--- src/rtl/duck_game_ctrl.sv ---
// Duck Hunt round sequencer: gun movement, duck launch, shot scheduling,
// ammo and fly-timeout tracking, per-duck hit bitmap on the LEDs.
module duck_game_ctrl #(
  parameter int SCREEN_W      = 640,
  parameter int GUN_W         = 32,
  parameter int STEP          = 4,
  parameter int SHOTS         = 3,
  parameter int FLY_FRAMES    = 240,
  parameter int RESULT_FRAMES = 60
) (
  input  logic       clk,
  input  logic       reset,
  input  logic       izq,
  input  logic       der,
  input  logic       fire,
  input  logic       frame_tick,
  input  logic       duck_hit,
  input  logic       bullet_done,
  output logic [9:0] gun_x,
  output logic       shot_start,
  output logic       duck_launch,
  output logic       duck_active,
  output logic [7:0] led
);

  typedef enum logic [2:0] {IDLE, LAUNCH, FLY, SHOT, RESULT, DONE} state_t;

  localparam logic [9:0] GUN_MAX  = 10'(SCREEN_W - GUN_W);
  localparam logic [9:0] GUN_HOME = 10'((SCREEN_W - GUN_W) / 2);
  localparam logic [9:0] STEP_V   = 10'(STEP);
  localparam int FW = $clog2(FLY_FRAMES);
  localparam int RW = (RESULT_FRAMES > 1) ? $clog2(RESULT_FRAMES) : 1;

  state_t          state, next_state;
  logic            fire_q, fire_edge;
  logic [FW-1:0]   fly_cnt;
  logic            fly_expired, fly_last;
  logic [2:0]      shots;
  logic            hit_flag;
  logic [2:0]      duck_idx;
  logic [RW-1:0]   res_cnt;
  logic            res_last;
  logic            launch_d, shot_d, active_d;

  assign fire_edge = fire & ~fire_q;
  // fly_cnt parks at FLY_FRAMES-1 once the timer expires; fly_expired remembers it
  assign fly_last  = frame_tick && !fly_expired && (fly_cnt == FW'(FLY_FRAMES - 1));
  assign res_last  = frame_tick && (res_cnt == RW'(RESULT_FRAMES - 1));

  // State register plus registered (glitch-free, reset-clean) output pulses
  always_ff @(posedge clk) begin
    if (reset) begin
      state       <= IDLE;
      duck_launch <= 1'b0;
      shot_start  <= 1'b0;
      duck_active <= 1'b0;
    end else begin
      state       <= next_state;
      duck_launch <= launch_d;
      shot_start  <= shot_d;
      duck_active <= active_d;
    end
  end

  // Next-state decode
  always_comb begin
    next_state = state;
    unique case (state)
      IDLE:   if (fire_edge) next_state = LAUNCH;
      LAUNCH: next_state = FLY;
      FLY: begin
        if (fly_last)                           next_state = RESULT;
        else if (fire_edge && (shots != 3'd0))  next_state = SHOT;
      end
      SHOT: begin
        if (duck_hit) next_state = RESULT;
        else if (bullet_done)
          next_state = (fly_expired || fly_last || (shots == 3'd0)) ? RESULT : FLY;
      end
      RESULT: if (res_last) next_state = (duck_idx == 3'd7) ? DONE : LAUNCH;
      DONE:   if (fire_edge) next_state = LAUNCH;
      default: next_state = IDLE;
    endcase
  end

  // Output decode from the upcoming state; registered in the state process
  always_comb begin
    launch_d = (next_state == LAUNCH);
    shot_d   = (state == FLY) && (next_state == SHOT);
    active_d = (next_state == FLY) || (next_state == SHOT);
  end

  // Datapath: fire edge, gun position, ammo, timers, hit bitmap
  always_ff @(posedge clk) begin
    if (reset) begin
      fire_q      <= 1'b1;
      gun_x       <= GUN_HOME;
      fly_cnt     <= '0;
      fly_expired <= 1'b0;
      shots       <= '0;
      hit_flag    <= 1'b0;
      duck_idx    <= '0;
      res_cnt     <= '0;
      led         <= '0;
    end else begin
      fire_q <= fire;

      if (frame_tick) begin
        if (izq && !der)
          gun_x <= (gun_x < STEP_V) ? 10'd0 : gun_x - STEP_V;
        else if (der && !izq)
          gun_x <= (gun_x > GUN_MAX - STEP_V) ? GUN_MAX : gun_x + STEP_V;
      end

      if (state == LAUNCH) begin
        shots       <= 3'(SHOTS);
        fly_cnt     <= '0;
        fly_expired <= 1'b0;
        hit_flag    <= 1'b0;
      end

      if ((state == FLY || state == SHOT) && frame_tick && !fly_expired) begin
        if (fly_last) fly_expired <= 1'b1;
        else          fly_cnt     <= fly_cnt + 1'b1;
      end

      if (shot_d) shots <= shots - 3'd1;

      if (state == SHOT && duck_hit) hit_flag <= 1'b1;

      // Hit recorded on entry; includes a hit arriving in the same cycle
      if (next_state == RESULT && state != RESULT) begin
        led[duck_idx] <= hit_flag | ((state == SHOT) && duck_hit);
        res_cnt       <= '0;
      end

      if (state == RESULT && frame_tick) begin
        res_cnt <= res_cnt + 1'b1;
        if (res_last && duck_idx != 3'd7) duck_idx <= duck_idx + 3'd1;
      end

      if (state == DONE && fire_edge) begin
        led      <= '0;
        duck_idx <= '0;
      end
    end
  end

endmodule

--- config.mk ---
export PLATFORM = sky130hd
export DESIGN_NAME = duck_game_ctrl
export DESIGN_NICKNAME = d
export VERILOG_FILES = /design/src/rtl/duck_game_ctrl.sv
export SDC_FILE = /design/constraint.sdc
export NUM_CORES = 1
export LEC_CHECK = 0
export ABC_AREA = 1
export BUFFER_PORTS_ARGS = -buffer_cell sky130_fd_sc_hd__buf_2
export CELL_PAD_IN_SITES_DETAIL_PLACEMENT = 0
export CELL_PAD_IN_SITES_GLOBAL_PLACEMENT = 1
export CORE_ASPECT_RATIO = 1.5
export CORE_UTILIZATION = 38
export CTS_BUF_LIST = sky130_fd_sc_hd__clkbuf_16
export CTS_CLUSTER_SIZE = 16
export DETAILED_ROUTE_END_ITERATION = 6
export HOLD_SLACK_MARGIN = 0.12
export PLACE_DENSITY = 0.81
export RECOVER_POWER = 50
export REMOVE_ABC_BUFFERS = 1
export SETUP_SLACK_MARGIN = 0.05
export SLEW_MARGIN = 40
export SYNTH_ARGS = -nofsm -noshare
export SYNTH_HDL_FRONTEND = slang
export SYNTH_SLANG_ARGS = --single-unit
--- constraint.sdc ---
create_clock -name clk -period 1.61 [get_ports clk]
set_clock_uncertainty 0.1 [all_clocks]
set_input_delay 0.161 -clock clk [delete_from_list [all_inputs] [get_ports clk]]
set_output_delay 0.161 -clock clk [all_outputs]
set_load 0.03 [all_outputs]
Yosys cells after proc, flatten, opt, wreduce, memory -nomap -nowiden
Index checks and enable logic that the tools add are counted.
{"block": "totals", "reg_bits": 47, "latchBits": 0, "ramBits": 0, "mem_bits_ro": 0, "inputBits": 8, "output_inout_bits": 21, "elab_cells": 101, "mem_count": 0}
{"block": "classes", "add_sub_neg": 6, "multipliers": 0, "div_mod_pow": 0, "magnitude_cmp": 4, "eq_ne": 14, "shift": 0, "mux": 28, "bitwise": 3, "reduce_logical": 33}
{"cell": "$mux W10", "n": 4}
{"cell": "$mux W3", "n": 10}
{"cell": "$mux W8", "n": 3}
{"cell": "$logic_and A1 B1 Y1", "n": 15}
{"cell": "$pmux W3 S5", "n": 1}
{"cell": "$eq A3 B2 Y1 const B", "n": 4}
{"cell": "$eq A3 B3 Y1 const B", "n": 4}
{"cell": "$mux W6", "n": 2}
{"cell": "$add A10 B3 Y10 const B", "n": 1}
{"cell": "$gt A10 B10 Y1 const B", "n": 1}
{"cell": "$lt A10 B3 Y1 const B", "n": 1}
{"cell": "$sub A10 B3 Y10 const B", "n": 1}
{"cell": "$add A8 B1 Y8 const B", "n": 1}
{"cell": "$bwmux W8", "n": 1}
{"cell": "$eq A8 B8 Y1 const B", "n": 1}
{"cell": "$reduce_bool A2 Y1", "n": 4}
{"cell": "$add A6 B1 Y6 const B", "n": 1}
{"cell": "$eq A3 B1 Y1 const B", "n": 2}
{"cell": "$eq A6 B6 Y1 const B", "n": 1}
{"cell": "$logic_not A3 Y1", "n": 2}
{"cell": "$mux W1", "n": 6}
{"cell": "$ne A3 B3 Y1 const B", "n": 2}
{"cell": "$logic_or A1 B1 Y1", "n": 4}
{"cell": "$lt A3 B4 Y1 const B", "n": 1}
{"cell": "11 further kinds", "n": 15}

Logic depth before layout (Yosys ltp)
Gate-level depths: netlist of run 1.
{"block": "logic_depth", "ltp_word": 13, "mapped_depth": 14, "mapped_depth_nobuf": 13}

Worst setup path after synthesis of run 1
OpenSTA, ideal clock, no wires.
{"block": "synth_timing", "path_type": "register to register", "startpoint": "register gun_x[2]", "endpoint": "register gun_x[7]", "setup_time_ps": 116, "arrival_time_ps": 1556, "required_time_ps": 1394, "setup_slack_ps": -162, "path_stages_with_launch": 12, "n_path_buf": 0, "synth_period_minus_slack_ps": 1772, "path_cell_list": "dfxtp_1 inv_1 ha_1 nand2_1 nor2_1 nand4_1 nand2_1 inv_1 nand2_1 o21ai_0 o21ai_0 inv_1"}
{"block": "synth_via", "elab_chain_len": 4, "elab_cells_between_ends": 8, "classes_between": "add/sub: 2; order compare: 2; mux: 4"}
{"element": "from (decl)", "line": "19", "text": "output logic [9:0] gun_x,"}
{"element": "from (signal assigned)", "line": "110", "text": "gun_x <= (gun_x < STEP_V) ? 10'd0 : gun_x - STEP_V;"}
{"element": "from (signal assigned)", "line": "112", "text": "gun_x <= (gun_x > GUN_MAX - STEP_V) ? GUN_MAX : gun_x + STEP_V;"}
{"element": "$add A10 B3 Y10 / $gt A10 B10 Y1 (equally long branches)", "line": "112"}
{"element": "$mux W10", "line": "112"}
{"element": "$mux W10", "line": "111", "text": "else if (der && !izq)"}
{"element": "$mux W10 (*)", "line": "109", "text": "if (izq && !der)"}
Mark *: on every way between the ends. The rest lies on a longest branch, timed or not. The select of a mux whose other input is x is not followed.
A chain may end at the register's enable or synchronous reset.

Final worst setup path of run 1
{"block": "layout_timing", "startpoint": "register res_cnt[1]", "endpoint": "register duck_idx[2]"}
{"block": "layout_via", "elab_chain_len": 4}
{"element": "from (decl)", "line": "41", "text": "logic [RW-1:0] res_cnt;"}
{"element": "from (signal assigned)", "line": "138", "text": "res_cnt <= res_cnt + 1'b1;"}
{"element": "$eq A6 B6 Y1", "line": "48", "text": "assign res_last = frame_tick && (res_cnt == RW'(RESULT_FRAMES - 1));"}
{"element": "$logic_and A1 B1 Y1", "line": "48"}
{"element": "$logic_and A1 B1 Y1", "line": "139", "text": "if (res_last && duck_idx != 3'd7) duck_idx <= duck_idx + 3'd1;"}
{"element": "$reduce_and A2 Y1 (no source line)"}
{"element": "to (signal assigned)", "line": "139"}
{"element": "to (decl)", "line": "40", "text": "logic [2:0] duck_idx;"}
Every way passes these cells.

==> impl_metrics.py, run 1 <==
metrics = {
    "power_and_ir_drop": {
        "vdd.ir_drop.worst_v": 0.000521,
        "total_leakage_power_nw": 1.63,
        "powerDensity_nw_per_um2": 717,
    },
    "place": {
        "place.detailed.hpwl_um": 4650,
        "portBuffers": 26,
        "gpl.final_weighted_congestion": 0.852,
        "detailed_place.area_um2": 3080,
        "dp_worst_setup_slack_ns": -0.151,
    },
    "detailed_routing": {
        "first_pass_iters": 5,
        "drt-wirelength-per-cell_um": 13.2,
        "antenna_violating_nets_post_route": 0,
        "post_dr_vias_cell": 5.13,
        "vias": 2687,
        "drt_first_iter_violations": 53,
        "detail_route.wirelength_um": 6930,
        "residual_drc": 0,
    },
    "setup_path": {
        "r2r.worst_path.cells": 8,
        "worst-path-max-fanout": 6,
        "worstPathRequired_ns": 1.68,
        "critical_path.startpoint": "res_cnt[1]$_SDFFE_PP0P_",
        "regToRegEndpoint": "duck_idx[2]$_SDFFE_PP0P_",
        "cp_data_arrival_time_ns": 1.72,
        "timing.rr.start": "res_cnt[1]$_SDFFE_PP0P_",
        "worst-r2r-setup-slack_ns": -0.04,
        "timing.setup.critical_path_class": "reg2reg",
        "worst_setup_path_start_kind": "flip-flop",
        "endpoint_kind": "flip-flop",
    },
    "worst_hold_path": {
        "min_path_type": "in2reg",
        "holdCritStartpoint": "bullet_done",
        "hold_depth": 4,
        "min_delay_worst_endpoint": "state[0]$_SDFF_PP0_",
    },
    "die": {
        "die_ar_um2": 7160,
        "placement_rows": 36,
        "die_height_um": 103,
        "fp.coreArea_um2": 6530,
        "start_util": 0.397,
        "die_x_um": 69.4,
        "design.portCount": 29,
    },
    "timing": {
        "finalSetupViolations": 16,
        "hold_viol": 0,
        "post-route-period-util": 1.02,
        "tns_ns": -0.307,
        "final_max_slew_viols": 0,
        "period_needed_ns": 1.65,
        "rsz0062_at_grt": "yes",
        "fin_hold_ws_ns": 0.158,
        "fmax_mhz": 607,
        "finalWorstSetupSlack_ns": -0.0380,
    },
    "run_status": {
        "run_status": "finished with violations",
        "failing_checks": "negative setup slack",
    },
    "global_route": {
        "overflow": 0,
        "grt.total_usage": 0.200,
        "first_global_vias": 2658,
        "grt_max_degree": 20,
        "grt_antenna_before_repair": 0,
        "grt_first_pass_wirelength_um": 11500,
    },
    "clock_network": {
        "insertion_delay_ns": 0.28,
        "cts_root_buf": "clkbuf_16",
        "cts-htree-levels": 2,
        "tritoncts": "built",
        "clk_pin_slew_ns": 0.06,
        "numCtsBuffers": 5,
        "numClockSinks": 45,
        "cts-root-to-sink-buffers": 2,
    },
    "yosys": {
        "synth.avg_cell_area_um2": 7.14,
        "yosys.cell_types.count": 40,
        "ys.flop_type": "dfxtp_1",
        "synth.ff_latch_count": 45,
        "post_synth_instance_area_um2": 2590,
        "ys_seq_area_frac": 0.348,
        "async_flop_share": 0,
        "post_synth_edffs": 0,
        "synthesis.instances": 363,
        "synth_warnings": 0,
    },
    "final_layout": {
        "post_route_cells_drive_above_1_share": 0.413,
        "design_area_um2": 3780,
        "utilization": 0.579,
        "area_delta_synth_final_pct": 45.8,
        "layout.nets": 465,
        "diodes": 0,
    },
    "job": {
        "cap_viol_max_count": 0,
    },
}
power breakdown:
part | switching, mW | total [mW] | internal, mW
Clock | 0.412 | 0.971 | 0.559
Sequential | 0.0426 | 1.19 | 1.15
Combinational | 0.330 | 0.549 | 0.219
logic make-up after synthesis:
kind of cell,Yosys count,synth area share
DFF,45,0.348
AOI/OAI and AO/OA,74,0.162
adders and majority gates,10,0.0483
and+or+nand+nor,162,0.305
other,1,0.00145
xor gates and xnor gates,12,0.0406
buffers and inverters,59,0.0951
state kept, by name, indices dropped and copies added, names as in the netlist:
| name | count |
|---|---|
| duck_active | 1 |
| duck_idx | 3 |
| duck_launch | 1 |
| fire_q | 1 |
| fly_cnt | 8 |
| fly_expired | 1 |
| gun_x | 8 |
| hit_flag | 1 |
| led | 8 |
| res_cnt | 6 |
| shot_start | 1 |
| shots | 3 |
| state | 3 |
final cells by class:
type / instances / area [um^2]
clock buffer: 5 / 125
clock inverter: 3 / 11.3
fill: 632 / 2750
inverter: 51 / 196
multi-input combinational: 263 / 1870
sequential: 45 / 916
tap: 76 / 95.1
timing repair buffer: 81 / 569
layer usage:
metal	global-route usage	vias up	part of all wire
met4	0.0769	0	0.017
li1	-	1361	-
met1	0.208	1261	0.40
met3	0.0332	13	0.030
met5	0	-	0
met2	0.397	52	0.56
cells in the mapped netlist, drive strengths merged, types with 2 or more instances:
cell type  count  share of area
inv           49          0.071
nor3          13          0.027
a21oi         38          0.085
nand2         63           0.11
ha            10          0.048
or2            4         0.0097
dfxtp         45           0.35
nand4          9          0.022
o21ai         30          0.059
nand3         30          0.060
nor2          42          0.075
xnor2          2         0.0068
clkbuf         4         0.0058
buf            4          0.015
clkinv         2         0.0029
xor2          10          0.034
layout by cell type (no fill, tap or decap), types with 3 or more instances in the layout:
cell / Yosys / final
buf_4: 2 / 40
buf_6: 0 / 13
buf_2: 1 / 8
nor2_4: 1 / 7
nand2_1: 54 / 42
a21oi_1: 30 / 21
dfxtp_1: 45 / 37
nand4_1: 9 / 9
nor3_1: 12 / 11
nand3_1: 29 / 19
ha_1: 10 / 4
nand3_2: 1 / 11
nor2_2: 5 / 10
a21oi_2: 8 / 16
ha_4: 0 / 6
clkbuf_1: 4 / 18
nand2_2: 6 / 10
o21ai_2: 1 / 9
clkbuf_16: 0 / 5
nor2_1: 35 / 24
inv_2: 4 / 14
nand2_4: 2 / 11
nand2_8: 1 / 3
o21ai_0: 27 / 9
xor2_1: 10 / 9
dfxtp_2: 0 / 6
inv_1: 45 / 36
o21ai_1: 2 / 12
worst max path at each step:
stage                     cells after the start                        to
after CTS                                     8  duck_idx[0]$_SDFFE_PP0P_
after floorplan                              11     gun_x[7]$_SDFFE_PP0P_
after global placement                        8  duck_idx[1]$_SDFFE_PP0P_
after detailed placement                      8  duck_idx[1]$_SDFFE_PP0P_
final                                         8  duck_idx[2]$_SDFFE_PP0P_
after global routing                         12       led[3]$_SDFFE_PP0P_
what timing repair did:
| item | 4_1_cts | 5_1_grt |
|---|---|---|
| endpoints found under the setup margin | 30 | 40 |
| cloned | 2 | 1 |
| endpoints found under the hold margin | 1 | 0 |
| resized for setup | 64 | 79 |
| pin swaps | 23 | 43 |
| hold buffers | 1 | 0 |
| setup buffers | 4 | 9 |
per-stage QoR:
stage          instances  power, mW
3_3_place_gp         500       1.61
3_5_place_dp         500       1.61
4_1_cts              515       2.63
5_1_grt              524       2.85
6_report             524       2.71
2_1_floorplan        356       1.45
critical path, stage by stage (launching register included):
cell     delay [ns]
dfxtp_2        0.35
ha_4           0.14
nand3_2        0.07
nor2_2         0.09
nand2_1        0.08
or2_1          0.25
or2_4          0.27
o21ai_2        0.16
a21oi_2        0.04
Power figures use the tool's default switching activity.
==> run 2: changes to the inputs <==
--- a/config.mk
+++ b/config.mk
@@ -19,6 +19,7 @@
 export RECOVER_POWER = 50
 export REMOVE_ABC_BUFFERS = 1
 export SETUP_SLACK_MARGIN = 0.05
+export SKIP_LAST_GASP = 1
 export SLEW_MARGIN = 40
 export SYNTH_ARGS = -nofsm -noshare
 export SYNTH_HDL_FRONTEND = slang
==> impl_metrics.py, run 2 (synthesis gave the netlist of run 1 again) <==
metrics = {
    "run_status": {
        "run_status": "finished with violations",
        "failing_checks": "negative setup slack",
    },
    "die": {
        "placement_rows": 36,
        "die_height_um": 103,
        "design.portCount": 29,
        "die_ar_um2": 7160,
        "die_x_um": 69.4,
        "fp.coreArea_um2": 6530,
        "start_util": 0.397,
    },
    "setup_path": {
        "timing.setup.critical_path_class": "reg2reg",
        "cp_data_arrival_time_ns": 1.73,
        "cpPeakStageDelay_ns": 0.39,
        "timing.rr.start": "state[2]$_SDFF_PP0_",
        "worst_setup_path_start_kind": "flip-flop",
        "regToRegEndpoint": "duck_idx[2]$_SDFFE_PP0P_",
        "r2r.worst_path.cells": 6,
        "crit_path_top_delay_cell": "dfxtp_1",
        "worstPathRequired_ns": 1.68,
        "worst-r2r-setup-slack_ns": -0.05,
        "destination_of_the_critical_timing_path": "duck_idx[2]$_SDFFE_PP0P_",
        "crit_chain": "inv_1 -> nor2_2 -> nand2_2 -> or2_4 -> o21ai_2 -> a21oi_2",
        "critical_path.startpoint": "state[2]$_SDFF_PP0_",
        "endpoint_kind": "flip-flop",
        "worst-path-max-fanout": 8,
    },
    "place": {
        "place.detailed.hpwl_um": 4650,
        "portBuffers": 26,
        "gpl.final_weighted_congestion": 0.852,
        "placed_cells_incl_taps": 500,
        "dp_worst_setup_slack_ns": -0.151,
    },
    "detailed_routing": {
        "post_dr_vias_cell": 5.13,
        "antenna_violating_nets_post_route": 0,
        "residual_drc": 0,
        "drt-wirelength-per-cell_um": 13.3,
        "route.top_layer_used": "met4",
        "drt_first_iter_violations": 63,
        "detail_route.wirelength_um": 6970,
        "detailed_routing_wirelength_on_met1_um": 2740,
        "first_pass_iters": 4,
        "vias": 2690,
        "met2_routed_wl_um": 3880,
        "met3_length_um": 200,
    },
    "final_layout": {
        "top_regs": "fly_cnt: 8 flops, gun_x: 8 flops, led: 8 flops",
        "finish.cell_count_without_fillers": 524,
        "post_route_cells_drive_above_1_share": 0.406,
        "mostFrequentLayoutCell": "nand2_1",
        "area_delta_synth_final_pct": 45.7,
        "layout.nets": 465,
        "diodes": 0,
        "final_cell_mix": "nand2_1 (43), buf_4 (41), inv_1 (39)",
    },
    "clock_network": {
        "numCtsBuffers": 5,
        "cts_root_buf": "clkbuf_16",
        "insertion_delay_ns": 0.28,
        "clk_pin_slew_ns": 0.06,
        "cts-htree-levels": 2,
        "numClockSinks": 45,
        "tritoncts": "built",
        "cts-root-to-sink-buffers": 2,
    },
    "timing": {
        "period_needed_ns": 1.66,
        "rsz0062_at_grt": "yes",
        "post-route-period-util": 1.03,
        "hold_viol": 0,
        "finalSetupViolations": 14,
        "finalWorstSetupSlack_ns": -0.0507,
        "final_max_slew_viols": 0,
        "fmax_mhz": 602,
    },
    "worst_hold_path": {
        "min_path_type": "in2reg",
        "holdCritStartpoint": "bullet_done",
    },
    "power_and_ir_drop": {
        "total_leakage_power_nw": 1.62,
        "net-switching-power_mw": 0.778,
        "switching_share_of_total_power": 0.288,
        "sequential_cell_fraction_of_total_power": 0.441,
        "powerDensity_nw_per_um2": 715,
        "comb_power_share": 0.200,
        "vdd.ir_drop.worst_v": 0.000464,
        "power.clock.fraction": 0.360,
        "cellInternalPower_mw": 1.92,
    },
    "global_route": {
        "first_global_vias": 2655,
        "grt_max_degree": 20,
        "overflow": 0,
        "grt.total_usage": 0.199,
        "grt_antenna_before_repair": 0,
        "grt_first_pass_wirelength_um": 11500,
    },
    "job": {
        "cap_viol_max_count": 0,
    },
}
-- run 2: cell types whose count changed in the layout (fill, tap and decap cells not counted), moves of 2 or more --
cell / before / now
inv_1: 36 / 39
nand2_4: 11 / 8
inv_2: 14 / 12
nand3_1: 19 / 17
nand3_2: 11 / 13
o21ai_1: 12 / 14
o21ai_2: 9 / 7
-- run 2: critical path, delay by kind of cell, from the launching register on --
kind	cells	cell delay, ns
AND/OR/NAND/NOR	3	0.68
flip-flops	1	0.39
buffers and inverters	1	0.17
AO/OA/AOI/OAI	2	0.20
-- run 2: through the flow --
step / hold slack, ns / setup TNS, ns / power, mW / utilization / instance area, um^2
after floorplan: 0.130 / -0.805 / 1.45 / - / 2540
after global placement: 0.247 / -0.608 / 1.61 / 0.472 / 3080
after detailed placement: 0.245 / -1.34 / 1.61 / 0.472 / 3080
after CTS: 0.165 / -0.462 / 2.63 / 0.529 / 3450
after global routing: 0.191 / -2.35 / 2.84 / 0.578 / 3780
final: 0.189 / -0.293 / 2.70 / 0.578 / 3780
-- run 2: power by group through the flow --
stage	Sequential (mW)	Clock (mW)	Combinational, mW
2_1_floorplan	1.24	0	0.210
3_3_place_gp	1.20	0	0.406
3_5_place_dp	1.20	0	0.408
4_1_cts	1.18	0.998	0.450
5_1_grt	1.20	1.05	0.594
6_report	1.19	0.971	0.540
-- run 2: worst min path at each step --
stage               depth (start not counted)                      to
floorplan                                   1  duck_active$_SDFF_PP0_
global placement                            3       fire_q$_SDFF_PP1_
detailed placement                          3       fire_q$_SDFF_PP1_
CTS                                         4     state[0]$_SDFF_PP0_
global route                                4     state[0]$_SDFF_PP0_
finish                                      4     state[0]$_SDFF_PP0_
-- run 2: layer usage --
metal | track usage | vias to the layer above
li1 | - | 1363
met1 | 0.208 | 1256
met2 | 0.395 | 53
met3 | 0.0332 | 18
met4 | 0.0769 | 0
met5 | 0 | -
-- run 2: area by class of cell --
type,instances,area (um^2)
fillers,632,2760
clock inverters,3,11.3
well taps,76,95.1
multi-input cells,263,1860
inverters,51,198
repair buffers,81,572
flip-flops and latches,45,916
clock buffers,5,125
-- run 2: what timing repair did --
item	4_1_cts	5_1_grt
setup buffers	4	9
hold endpoints to repair	1	0
cloned	2	1
gates resized for setup	62	75
hold buffers	1	0
pin swaps	23	35
endpoints found under the setup margin	30	40
==> run 3: changes to the inputs <==
--- a/config.mk
+++ b/config.mk
@@ -15,7 +15,7 @@
 export CTS_CLUSTER_SIZE = 16
 export DETAILED_ROUTE_END_ITERATION = 6
 export HOLD_SLACK_MARGIN = 0.12
-export PLACE_DENSITY = 0.81
+export PLACE_DENSITY = 0.77
 export RECOVER_POWER = 50
 export REMOVE_ABC_BUFFERS = 1
 export SETUP_SLACK_MARGIN = 0.05
==> impl_metrics.py, run 3 (synthesis gave the netlist of run 1 again) <==
metrics = {
    "final_layout": {
        "final_cell_mix": "nand2_1 (42), buf_4 (38), dfxtp_1 (36)",
        "post_route_cells_drive_above_1_share": 0.393,
        "mostFrequentLayoutCell": "nand2_1",
        "top_regs": "fly_cnt: 8 flops, gun_x: 8 flops, led: 8 flops",
        "ff_latch_area_um2": 920,
        "nFillCells": 646,
        "design_area_um2": 3680,
        "area_delta_synth_final_pct": 42.0,
        "diodes": 0,
        "layout.nets": 455,
        "finish.cell_count_without_fillers": 514,
        "multi_input_comb_area_um2": 1830,
    },
    "clock_network": {
        "cts-htree-levels": 2,
        "insertion_delay_ns": 0.29,
        "numClockSinks": 45,
        "tritoncts": "built",
        "numCtsBuffers": 5,
        "cts_root_buf": "clkbuf_16",
        "clk_pin_slew_ns": 0.07,
        "cts-root-to-sink-buffers": 2,
    },
    "detailed_routing": {
        "residual_drc": 0,
        "drt-wirelength-per-cell_um": 13.1,
        "post_dr_vias_cell": 5.09,
        "vias": 2616,
        "drt_first_iter_violations": 100,
        "antenna_violating_nets_post_route": 0,
        "first_pass_iters": 4,
        "detail_route.wirelength_um": 6760,
    },
    "setup_path": {
        "worst-path-max-fanout": 5,
        "worst_setup_path_start_kind": "flip-flop",
        "worstPathRequired_ns": 1.68,
        "timing.critical_path.max_delay_family": "simple AND/OR/NAND/NOR gates",
        "cp.buffers_inverters": 1,
        "timing.setup.critical_path_class": "reg2reg",
        "cp_data_arrival_time_ns": 1.73,
        "crit_chain": "ha_4 -> nand2_4 -> nor2_4 -> nand3_2 -> nand2_2 -> nand2_2 -> nand2_4 -> nand2_8 -> buf_6 -> nand4_1 -> a21oi_1",
        "crit_path_top_delay_cell": "dfxtp_2",
        "cpPeakStageDelay_ns": 0.36,
        "endpoint_kind": "flip-flop",
        "worst-r2r-setup-slack_ns": -0.05,
    },
    "timing": {
        "post-route-period-util": 1.03,
        "finalWorstSetupSlack_ns": -0.0485,
        "hold_viol": 0,
        "fin_hold_ws_ns": 0.156,
        "finalSetupViolations": 13,
        "fmax_mhz": 603,
        "rsz0062_at_grt": "yes",
        "final_max_slew_viols": 0,
        "period_needed_ns": 1.66,
    },
    "die": {
        "fp.coreArea_um2": 6530,
        "die_x_um": 69.4,
        "placement_rows": 36,
        "die_ar_um2": 7160,
        "start_util": 0.397,
        "die_height_um": 103,
        "design.portCount": 29,
    },
    "global_route": {
        "grt_antenna_before_repair": 0,
        "grt.total_usage": 0.189,
        "first_global_vias": 2531,
        "grt_max_degree": 20,
        "grt_first_pass_wirelength_um": 10900,
        "overflow": 0,
    },
    "worst_hold_path": {
        "min_path_type": "in2reg",
    },
    "place": {
        "detailed_place.area_um2": 3040,
        "placed_cells_incl_taps": 494,
        "gpl.final_weighted_congestion": 0.853,
        "portBuffers": 26,
        "place.detailed.hpwl_um": 4590,
        "dp_worst_setup_slack_ns": -0.0890,
    },
    "power_and_ir_drop": {
        "powerDensity_nw_per_um2": 784,
        "comb_power_share": 0.175,
        "sequential_cell_fraction_of_total_power": 0.413,
        "cellInternalPower_mw": 2.08,
        "switching_share_of_total_power": 0.279,
        "power.clock.fraction": 0.412,
        "net-switching-power_mw": 0.805,
        "total_leakage_power_nw": 1.56,
        "vdd.ir_drop.worst_v": 0.000434,
    },
    "run_status": {
        "failing_checks": "negative setup slack",
        "run_status": "finished with violations",
    },
    "job": {
        "cap_viol_max_count": 0,
    },
}
==> run 3: worst reg2reg max path, cell delays in order (launching register included) <==
cell,delay [ns]
dfxtp_2,0.36
ha_4,0.15
nand2_4,0.06
nor2_4,0.13
nand3_2,0.12
nand2_2,0.08
nand2_2,0.07
nand2_4,0.09
nand2_8,0.11
buf_6,0.15
nand4_1,0.07
a21oi_1,0.06
==> run 3: layout make-up <==
type | count | share of cell area
timing repair buffer | 71 | 0.126
inverter | 51 | 0.0548
tap | 76 | 0.0259
sequential | 45 | 0.250
clock buffer | 5 | 0.0340
multi-input combinational | 263 | 0.497
clock inverter | 3 | 0.0126
==> run 3: final timing paths <==
kind / from / to / depth (start not counted)
max reg2reg: fly_cnt[0]$_SDFF_PP0_ / res_cnt[1]$_SDFFE_PP0P_ / 11
max: fly_cnt[0]$_SDFF_PP0_ / res_cnt[1]$_SDFFE_PP0P_ / 11
min: bullet_done / state[0]$_SDFF_PP0_ / 4
min reg2reg: shots[0]$_SDFFE_PP0P_ / shots[0]$_SDFFE_PP0P_ / 1
==> run 3: per-layer routing <==
metal  vias up  track usage  wire, um
met2        35        0.389      3890
met5         -            0         0
li1       1345            -         -
met4         0       0.0754       102
met1      1227        0.187      2620
met3         9       0.0274       141
==> run 3: power groups by stage <==
stage / combinational (mW) / clock [mW] / sequential, mW
final: 0.504 / 1.19 / 1.19
after global routing: 0.556 / 1.27 / 1.20
after CTS: 0.438 / 1.22 / 1.18
after detailed placement: 0.395 / 0 / 1.20
after global placement: 0.394 / 0 / 1.20
after floorplan: 0.210 / 0 / 1.24
==> run 3: metrics by stage <==
step / util / setup TNS [ns] / total power, mW
2_1_floorplan: - / -0.805 / 1.45
3_3_place_gp: 0.465 / -0.576 / 1.60
3_5_place_dp: 0.465 / -0.876 / 1.60
4_1_cts: 0.524 / -0.173 / 2.84
5_1_grt: 0.563 / -2.15 / 3.02
6_report: 0.563 / -0.392 / 2.88
==> run 3: repair_timing <==
item / 4_1_cts / 5_1_grt
buffers inserted: 3 / 5
hold buffers: 1 / 0
endpoints found under the setup margin: 31 / 37
pin swaps: 16 / 42
gates cloned: 2 / 1
gates resized for setup: 51 / 75
endpoints found under the hold margin: 1 / 0
